==> src/rtl/fpcacc_pkg.sv <==
// Shared definitions for the complex accumulator and the FFT-stage blocks built around it.
`timescale 1ns/1ps
package fpcacc_pkg;

    typedef enum logic {
        ACC  = 1'b0,
        DONE = 1'b1
    } state_t;

    localparam int LEN_DEFAULT   = 8;
    localparam int CNT_W_DEFAULT = $clog2(LEN_DEFAULT + 1);

    // Counter width that can hold the values 0..len.
    function automatic int cnt_width(input int len);
        return $clog2(len + 1);
    endfunction

endpackage

==> src/rtl/fpcacc.sv <==
// Fixed-point complex accumulator: sums len complex samples, then holds the result
// until the consumer takes it.
`timescale 1ns/1ps
module fpcacc
    import fpcacc_pkg::*;
#(
    parameter int n   = 32,
    parameter int d   = 16,
    parameter int len = LEN_DEFAULT
) (
    input  logic         clk,
    input  logic         reset,
    input  logic         snd_val,
    output logic         snd_rdy,
    input  logic [n-1:0] ar,
    input  logic [n-1:0] ac,
    output logic         rcv_val,
    input  logic         rcv_rdy,
    output logic [n-1:0] cr,
    output logic [n-1:0] cc
);

    localparam int            CW   = cnt_width(len);
    localparam logic [CW-1:0] LAST = CW'(len - 1);

    // The binary point never moves under addition, so d only constrains legal builds.
    if (d < 0 || d > n) begin : g_bad_frac
        $error("fpcacc: fractional bits d must lie in 0..n");
    end
    if (len < 1 || len > 65536) begin : g_bad_len
        $error("fpcacc: len must lie in 1..65536");
    end

    state_t        r_state;
    state_t        w_state_nxt;
    logic [CW-1:0] r_cnt;
    logic [n-1:0]  r_acc_r;
    logic [n-1:0]  r_acc_c;
    logic          w_in_xfer;
    logic          w_out_xfer;
    logic          w_last;

    assign snd_rdy    = (r_state == ACC);
    assign rcv_val    = (r_state == DONE);
    assign w_in_xfer  = snd_val & snd_rdy;
    assign w_out_xfer = rcv_val & rcv_rdy;
    assign w_last     = (r_cnt == LAST);
    assign cr         = r_acc_r;
    assign cc         = r_acc_c;

    // NOTE: state is updated with <= so every register samples pre-edge values.
    always_ff @(posedge clk) begin
        if (reset) begin
            r_state <= ACC;
        end else begin
            r_state <= w_state_nxt;
        end
    end

    // NOTE: default assignment first keeps this block free of inferred latches.
    always_comb begin
        w_state_nxt = r_state;
        case (r_state)
            ACC:     if (w_in_xfer && w_last) w_state_nxt = DONE;
            DONE:    if (w_out_xfer)          w_state_nxt = ACC;
            default: w_state_nxt = ACC;
        endcase
    end

    // Accumulators wrap modulo 2^n; the result stays in them while DONE holds.
    always_ff @(posedge clk) begin
        if (reset || w_out_xfer) begin
            r_cnt   <= '0;
            r_acc_r <= '0;
            r_acc_c <= '0;
        end else if (w_in_xfer) begin
            r_cnt   <= r_cnt + 1'b1;
            r_acc_r <= r_acc_r + ar;
            r_acc_c <= r_acc_c + ac;
        end
    end

endmodule

==> config.mk <==
export PLATFORM = sky130hd
export DESIGN_NAME = fpcacc
export DESIGN_NICKNAME = d
export VERILOG_FILES = /design/src/rtl/fpcacc_pkg.sv /design/src/rtl/fpcacc.sv
export SDC_FILE = /design/constraint.sdc
export NUM_CORES = 1
export LEC_CHECK = 0
export CORE_ASPECT_RATIO = 0.9
export CORE_UTILIZATION = 46
export CTS_BUF_LIST = sky130_fd_sc_hd__clkbuf_2
export CTS_CLUSTER_DIAMETER = 60
export DETAILED_ROUTE_END_ITERATION = 8
export PLACE_DENSITY_LB_ADDON = 0.2
export SKIP_CTS_REPAIR_TIMING = 1
export SYNTH_ARGS = -nofsm -noshare
export SYNTH_HDL_FRONTEND = slang
export SYNTH_SLANG_ARGS = --single-unit
==> constraint.sdc <==
create_clock -name clk -period 9.8 [get_ports clk]
set_clock_uncertainty 0.2 [all_clocks]
set_input_delay 1.47 -clock clk [delete_from_list [all_inputs] [get_ports clk]]
set_output_delay 1.47 -clock clk [all_outputs]
set_load 0.01 [all_outputs]
# After elaboration in Yosys (flattened, before gate mapping)
# Cells that the tools add are included.
[word_totals] out_inout_bits=66 elab_cells=16 ff_bits=69 input_bits=68
[classes] eq_ne=1 n_reduce_logical=2 n_addsub=3 mux=3 bitwise_logic=3
[ops] op="32-bit adder" count=2
[ops] op="4-bit by 1-bit adder with 4-bit output, second input constant" count=1
[ops] op="4-bit by 3-bit equality test with 1-bit output, second input constant" count=1
[ops] op="1-bit AND" count=2
[ops] op="1-bit 2-to-1 mux" count=2
[ops] op="1-bit one-hot mux with 2 select lines" count=1
[ops] op="1-bit logical AND" count=1
[ops] op="1-bit logical OR" count=1
[ops] op="1-bit inverter" count=1

# Depth between registers and ports, before layout
# Gate-level depths: netlist of the first run.
[depth] word_depth=5 mapped_depth=11 ltp_nobuf=11

# Worst setup path before layout of the first run
# Ideal clock, no wire load.
[synth_path] kind="input-to-reg" from="in ac[0]" to="reg r_acc_c[28], in the netlist cc[28]" setup_ns=0.074 stages=11 t_required_ns=9.526 slack_ns=5.499 path_buffers=0 t_arrival_ns=4.027 cell_sequence="ha_1 -> fa_1 -> a21oi_1 -> o21ai_0 -> o21ai_0 -> o211ai_1 -> a221o_2 -> nor2b_4 -> o311a_1 -> or3_1 -> a31oi_1"
[synth_between] elab_chain_cells=1
[synth_lines] element="start, declared" line="fpcacc.sv:16" rtl="input logic [n-1:0] ac,"
[synth_lines] element="32-bit adder" line="fpcacc.sv:79" rtl="r_acc_c <= r_acc_c + ac;"
[synth_lines] element="end signal, assigned" line="fpcacc.sv:79"
[synth_lines] element="end, declared" line="fpcacc.sv:38" rtl="logic [n-1:0] r_acc_c;"
# Every way passes these cells.
# A chain may end at the register's enable or synchronous reset.

# Final worst setup path of the first run
# Same ends and word-level chain as after synthesis.

==> out/qor.txt, run 1 <==
worst skew pair latency: 580 ps
CP Depth: 12
H-Tree Depth: 3
ant diodes: 0
RSZ-0062 raised after global routing: false
GP Congestion: 0.935
global route total overflow: 0
area of the multi-input gates: 3940 µm²
fin. max-slew vios: 0
worst r2r src: cc[0]$_SDFFE_PP0P_
Place WS: 4760 ps
Worst Path Max Fanout: 3
Layout area overhead: 28.3%
status: completed
CP max-delay cell: fa_1
Final TNS setup: 0 ps
fin crit share: 0.463
largest net degree at the start of global routing: 73
first-pass GRT wire length: 24600 µm
GRT Util Overall: 0.250
Worst EP arrival: 4840 ps
FMAX: 0.220 GHz
DRT iter0 DRCs: 317
register area: 1380 µm²
Port Buffers: 133
synthesized cell area: 5480 µm²
share of post-route cells with drive strength above 1: 0.0368
ANT nets after route: 0
Starting Density: 0.475
Worst-Margin Slew: 797 ps
CTS buffer count: 9
drt pass-1 iters: 5
maxcap violations: 0
Design Area, Final: 7020 µm²
final wirelength: 15000 µm
CP bufs+invs: 1
commonest non-fill, non-tap cell in the layout: clkdlybuf4s50_1
VDD IR max: 0.0796 mV
Net Count, Synth: 850
clock tree from TritonCTS: done
chain of cells forming the critical path: clkdlybuf4s50_1 -> ha_1 -> fa_1 -> a21oi_1 -> o21ai_0 -> o21ai_0 -> o211ai_1 -> a221o_2 -> nor2b_4 -> o311a_1 -> or3_1 -> a31oi_1
flops & latches, synth: 69
I/O pin count: 134
EDFF count, synth: 0
Die ar.: 12300 µm²
CP Class: primary input to flop
crit path from: ac[0]
row count: 37
Avg Synthesized Cell Area: 7.64 µm²
Distinct cells, synth: 57
pwr dens: 144 nW/µm²
post-DP HPWL: 10700 µm
Die Width: 117 µm
clock sink total: 69
HP Start: cr[3]$_SDFFE_PP0P_
Critical Path End Type: flop
initial antenna violation count: 0
cells after synthesis: 717
worst r2r path cells: 11
ys async rst share: 0
Die Y: 106 µm
clock slew at reported path FFs: 200 ps
worst hold stages: 2
most used cell along the critical path: o21ai_0
commonest non-fill, non-tap cells in the layout: clkdlybuf4s50_1 (133), nand2_1 (102), a21oi_1 (96), dfxtp_1 (69), ha_1 (63)
HP Class: flop to flop
Power Total: 1.01 mW
register area share after synthesis: 0.252
placed cells: 983
Core Util, Final: 0.609
drt drc: 0
Static Leakage: 3.01 nW
Worst Path Required: 10100 ps
headroom to the max-slew limit: 0.455
WL per Instance: 15.0 µm
Setup Viol. Count Final: 0
post-route minimum period: 4540 ps
Post-Layout Cell Count: 999
Hold Slack: 283 ps
crit path launch type: primary input
root buffer cell: clkbuf_2
max incr delay on CP: 420 ps
delay-heaviest family, CP: compound AO/OA/AOI/OAI gates
Warnings, synthesis: 0
fillers: 1024
Vias/cell: 5.75
Layout Nets: 971
Post-synth top flop: dfxtp_1
DR vias: 5746
vias in the first global route: 5406
clock tree buffer depth: 2
Hold Vio Cnt, Final: 0
core area: 11500 µm²
Post-DP Area: 6950 µm²
final worst slack: 5260 ps
-- power breakdown --
group,internal [mW],leakage [nW],switching (mW)
Sequential,0.319,0.569,0.0333
Clock,0.0358,0.0610,0.107
Combinational,0.252,2.38,0.265
Total,0.606,3.01,0.406
-- worst paths after layout --
kind,to,slack (ps)
max,cc[28]$_SDFFE_PP0P_,5260
min,cr[3]$_SDFFE_PP0P_,280
max reg2reg,cc[28]$_SDFFE_PP0P_,6210
min reg2reg,cr[3]$_SDFFE_PP0P_,280
-- sequential cells by signal, indices dropped and copies added, names as in the netlist --
register / cells
cc: 32
cr: 32
r_cnt: 4
rcv_val: 1
-- area by class of cell --
| type | instances | share of cell area |
|---|---|---|
| multi-input cells | 603 | 0.561 |
| flip-flops and latches | 69 | 0.197 |
| repair buffers | 137 | 0.194 |
| well taps | 156 | 0.0278 |
| inverters | 18 | 0.00962 |
| clock buffers | 13 | 0.00926 |
| clock inverters | 3 | 0.00178 |
-- worst min-delay path, cell delays in order (launching register included) --
cell     delay [ps]
dfxtp_1         370
nand2_1          60
a21oi_1          50
-- Yosys cell counts, drive strengths merged (3+ instances only) --
cell | number | share of area
nand2 | 103 | 0.071
a21oi | 97 | 0.089
dfxtp | 69 | 0.25
ha | 63 | 0.14
o21ai | 47 | 0.043
nand3 | 36 | 0.033
a21o | 33 | 0.045
nor2 | 32 | 0.022
xnor2 | 28 | 0.045
clkbuf | 21 | 0.014
inv | 18 | 0.012
xor2 | 17 | 0.027
a211oi | 14 | 0.019
nor3 | 14 | 0.013
nand4 | 11 | 0.013
nor2b | 11 | 0.014
a31oi | 8 | 0.0091
o21a | 8 | 0.011
or3 | 7 | 0.0080
buf | 6 | 0.0041
o21bai | 6 | 0.0082
nand2b | 5 | 0.0057
nor4 | 5 | 0.0057
o211ai | 5 | 0.0069
o31ai | 5 | 0.0069
a211o | 4 | 0.0064
nand3b | 4 | 0.0055
a2111oi | 3 | 0.0059
and2 | 3 | 0.0034
and3 | 3 | 0.0034
-- per-layer routing --
layer  GRT usage  vias to the layer above  share of wire
met3      0.0581                       22          0.064
met4      0.0868                        0          0.016
met2       0.386                      216           0.44
met5           0                        -              0
met1       0.338                     2635           0.48
li1            -                     2873              -
-- kinds of logic after synthesis --
| logic type | Yosys count | synth area share |
|---|---|---|
| adders and majority gates | 65 | 0.151 |
| and+or+nand+nor | 243 | 0.210 |
| muxes | 2 | 0.00366 |
| AOI/OAI and AO/OA | 248 | 0.280 |
| buffers and inverters | 45 | 0.0308 |
| DFF | 69 | 0.252 |
| xor gates and xnor gates | 45 | 0.0720 |
No activity file was read; power rests on OpenSTA's default activity.
==> run 2: changes to the inputs <==
Clock period 9.8 ns to 4.6 ns, I/O delays scaled along.
==> run 2 against run 1 <==
Cell count grew 0.30%. Non-clock buffer count grew 2. Global-route usage is essentially flat. Sequential share of layout area is essentially flat. Hold slack is essentially flat. Via count grew 0.45%. Critical path depth is the same. Design area grew 0.21%. Critical endpoint unchanged.
==> out/qor.txt, run 2 (same netlist as run 1, synthesis figures left out) <==
Hold Vio Cnt, Final: 0 (unchanged)
drt pass-1 iters: 5 (unchanged)
root buffer cell: clkbuf_2
Starting Density: 0.475 (unchanged)
Power Total: 2.15 mW (+110%)
row count: 37 (unchanged)
Worst-Margin Slew: 1140 ps (+338 ps)
GP Congestion: 0.949 (+1.5%)
Layout Nets: 973 (+0.21%)
RSZ-0062 raised after global routing: false
maxcap violations: 0 (unchanged)
VDD IR max: 0.175 mV (+120%)
HP Class: flop to flop
status: completed
post-DP HPWL: 10900 µm (+1.5%)
clock tree from TritonCTS: done
post-route minimum period: 3830 ps
crit path launch type: primary input
Port Buffers: 133 (unchanged)
Final TNS setup: 0 ps (unchanged)
Critical Path End Type: flop
initial antenna violation count: 1 (+1)
Worst Path Max Fanout: 3 (unchanged)
largest net degree at the start of global routing: 57 (-22%)
clock sink total: 69 (unchanged)
clock tree buffer depth: 2 (unchanged)
core area: 11500 µm² (unchanged)
placed cells: 985 (+0.20%)
Post-DP Area: 6960 µm² (+0.22%)
worst skew pair latency: 550 ps (-30 ps)
Setup Viol. Count Final: 0 (unchanged)
share of post-route cells with drive strength above 1: 0.0367 (-0.0000870)
HP Start: cc[4]$_SDFFE_PP0P_
worst hold stages: 2 (unchanged)
Post-Layout Cell Count: 1002 (+0.30%)
fin crit share: 0.833
r2r setup slk: 970 ps (-5240 ps)
FMAX: 0.261 GHz
global route total overflow: 0 (unchanged)
headroom to the max-slew limit: 0.241 (-0.214)
final wirelength: 14900 µm (-0.38%)
Worst Path Required: 4880 ps (-5220 ps)
I/O pin count: 134 (unchanged)
Die Y: 106 µm (unchanged)
CP Class: primary input to flop
GRT Util Overall: 0.250 (+0.000455)
Vias/cell: 5.76 (+0.15%)
vias in the first global route: 5358 (-0.89%)
commonest non-fill, non-tap cells in the layout: clkdlybuf4s50_1 (133), nand2_1 (102), a21oi_1 (96), dfxtp_1 (69), ha_1 (63)
ANT nets after route: 0 (unchanged)
first-pass GRT wire length: 24700 µm (+0.17%)
pwr dens: 306 nW/µm² (+110%)
WL per Instance: 14.9 µm (-0.68%)
Worst EP arrival: 4110 ps (-730 ps)
worst r2r path cells: 11 (unchanged)
drt drc: 0 (unchanged)
H-Tree Depth: 3 (unchanged)
fin. max-slew vios: 0 (unchanged)
CTS buffer count: 9 (unchanged)
Die ar.: 12300 µm² (unchanged)
DR vias: 5772 (+0.45%)
Design Area, Final: 7040 µm² (+0.21%)
worst r2r src: cc[0]$_SDFFE_PP0P_
Hold Slack: 283 ps (-0.141 ps)
DRT iter0 DRCs: 393 (+24%)
Die Width: 117 µm (unchanged)
commonest non-fill, non-tap cell in the layout: clkdlybuf4s50_1
Hold EP: cc[4]$_SDFFE_PP0P_
RR Endpoint: cc[28]$_SDFFE_PP0P_
Static Leakage: 3.02 nW (+0.17%)
clock slew at reported path FFs: 180 ps (-20 ps)
Layout area overhead: 28.5%
run 2: power breakdown:
group          switching (mW)  internal (mW)  leakage (nW)
clock network           0.226         0.0713        0.0561
logic                   0.567          0.539          2.39
registers              0.0700          0.679         0.569
run 2: routing by layer:
layer / track usage / vias to the layer above / routed length (µm)
met5: 0 / - / 0
met1: 0.340 / 2681 / 7200
met4: 0.0588 / 0 / 136
li1: - / 2890 / -
met3: 0.0610 / 12 / 989
met2: 0.397 / 189 / 6590
run 2: layout make-up:
cell class | count | area (µm²)
Clock buffer | 12 | 60.1
Clock inverter | 4 | 15.0
Antenna cell | 1 | 2.50
Sequential cell | 69 | 1380
Inverter | 18 | 67.6
Multi-Input combinational cell | 603 | 3940
Timing Repair Buffer | 139 | 1380
Tap cell | 156 | 195
Fill cell | 1018 | 4490
run 2: metrics by stage:
stage,setup slack [ps],utilization
floorplan,1080,-
global placement,364,0.604
detailed placement,317,0.604
CTS,898,0.610
global route,743,0.611
finish,770,0.611
run 2: how the worst max path moves through the flow:
stage	endpoint	from	slack (ps)	cells past startpoint
after floorplan	cc[28]$_SDFFE_PP0P_	ac[0]	1080	11
after global placement	cc[28]$_SDFFE_PP0P_	ac[0]	360	12
after detailed placement	cc[28]$_SDFFE_PP0P_	ac[0]	320	12
after CTS	cc[28]$_SDFFE_PP0P_	ac[0]	900	12
after global routing	cc[29]$_SDFFE_PP0P_	ac[6]	740	11
final	cc[28]$_SDFFE_PP0P_	ac[0]	770	12
run 2: critical path: stages:
cell and delay, ps:
clkdlybuf4s50_1 400, ha_1 240, fa_1 420, a21oi_1 200, o21ai_0 150, o21ai_0 370
o211ai_1 220, a221o_2 410, nor2b_4 150, o311a_1 340, or3_1 350, a31oi_1 170
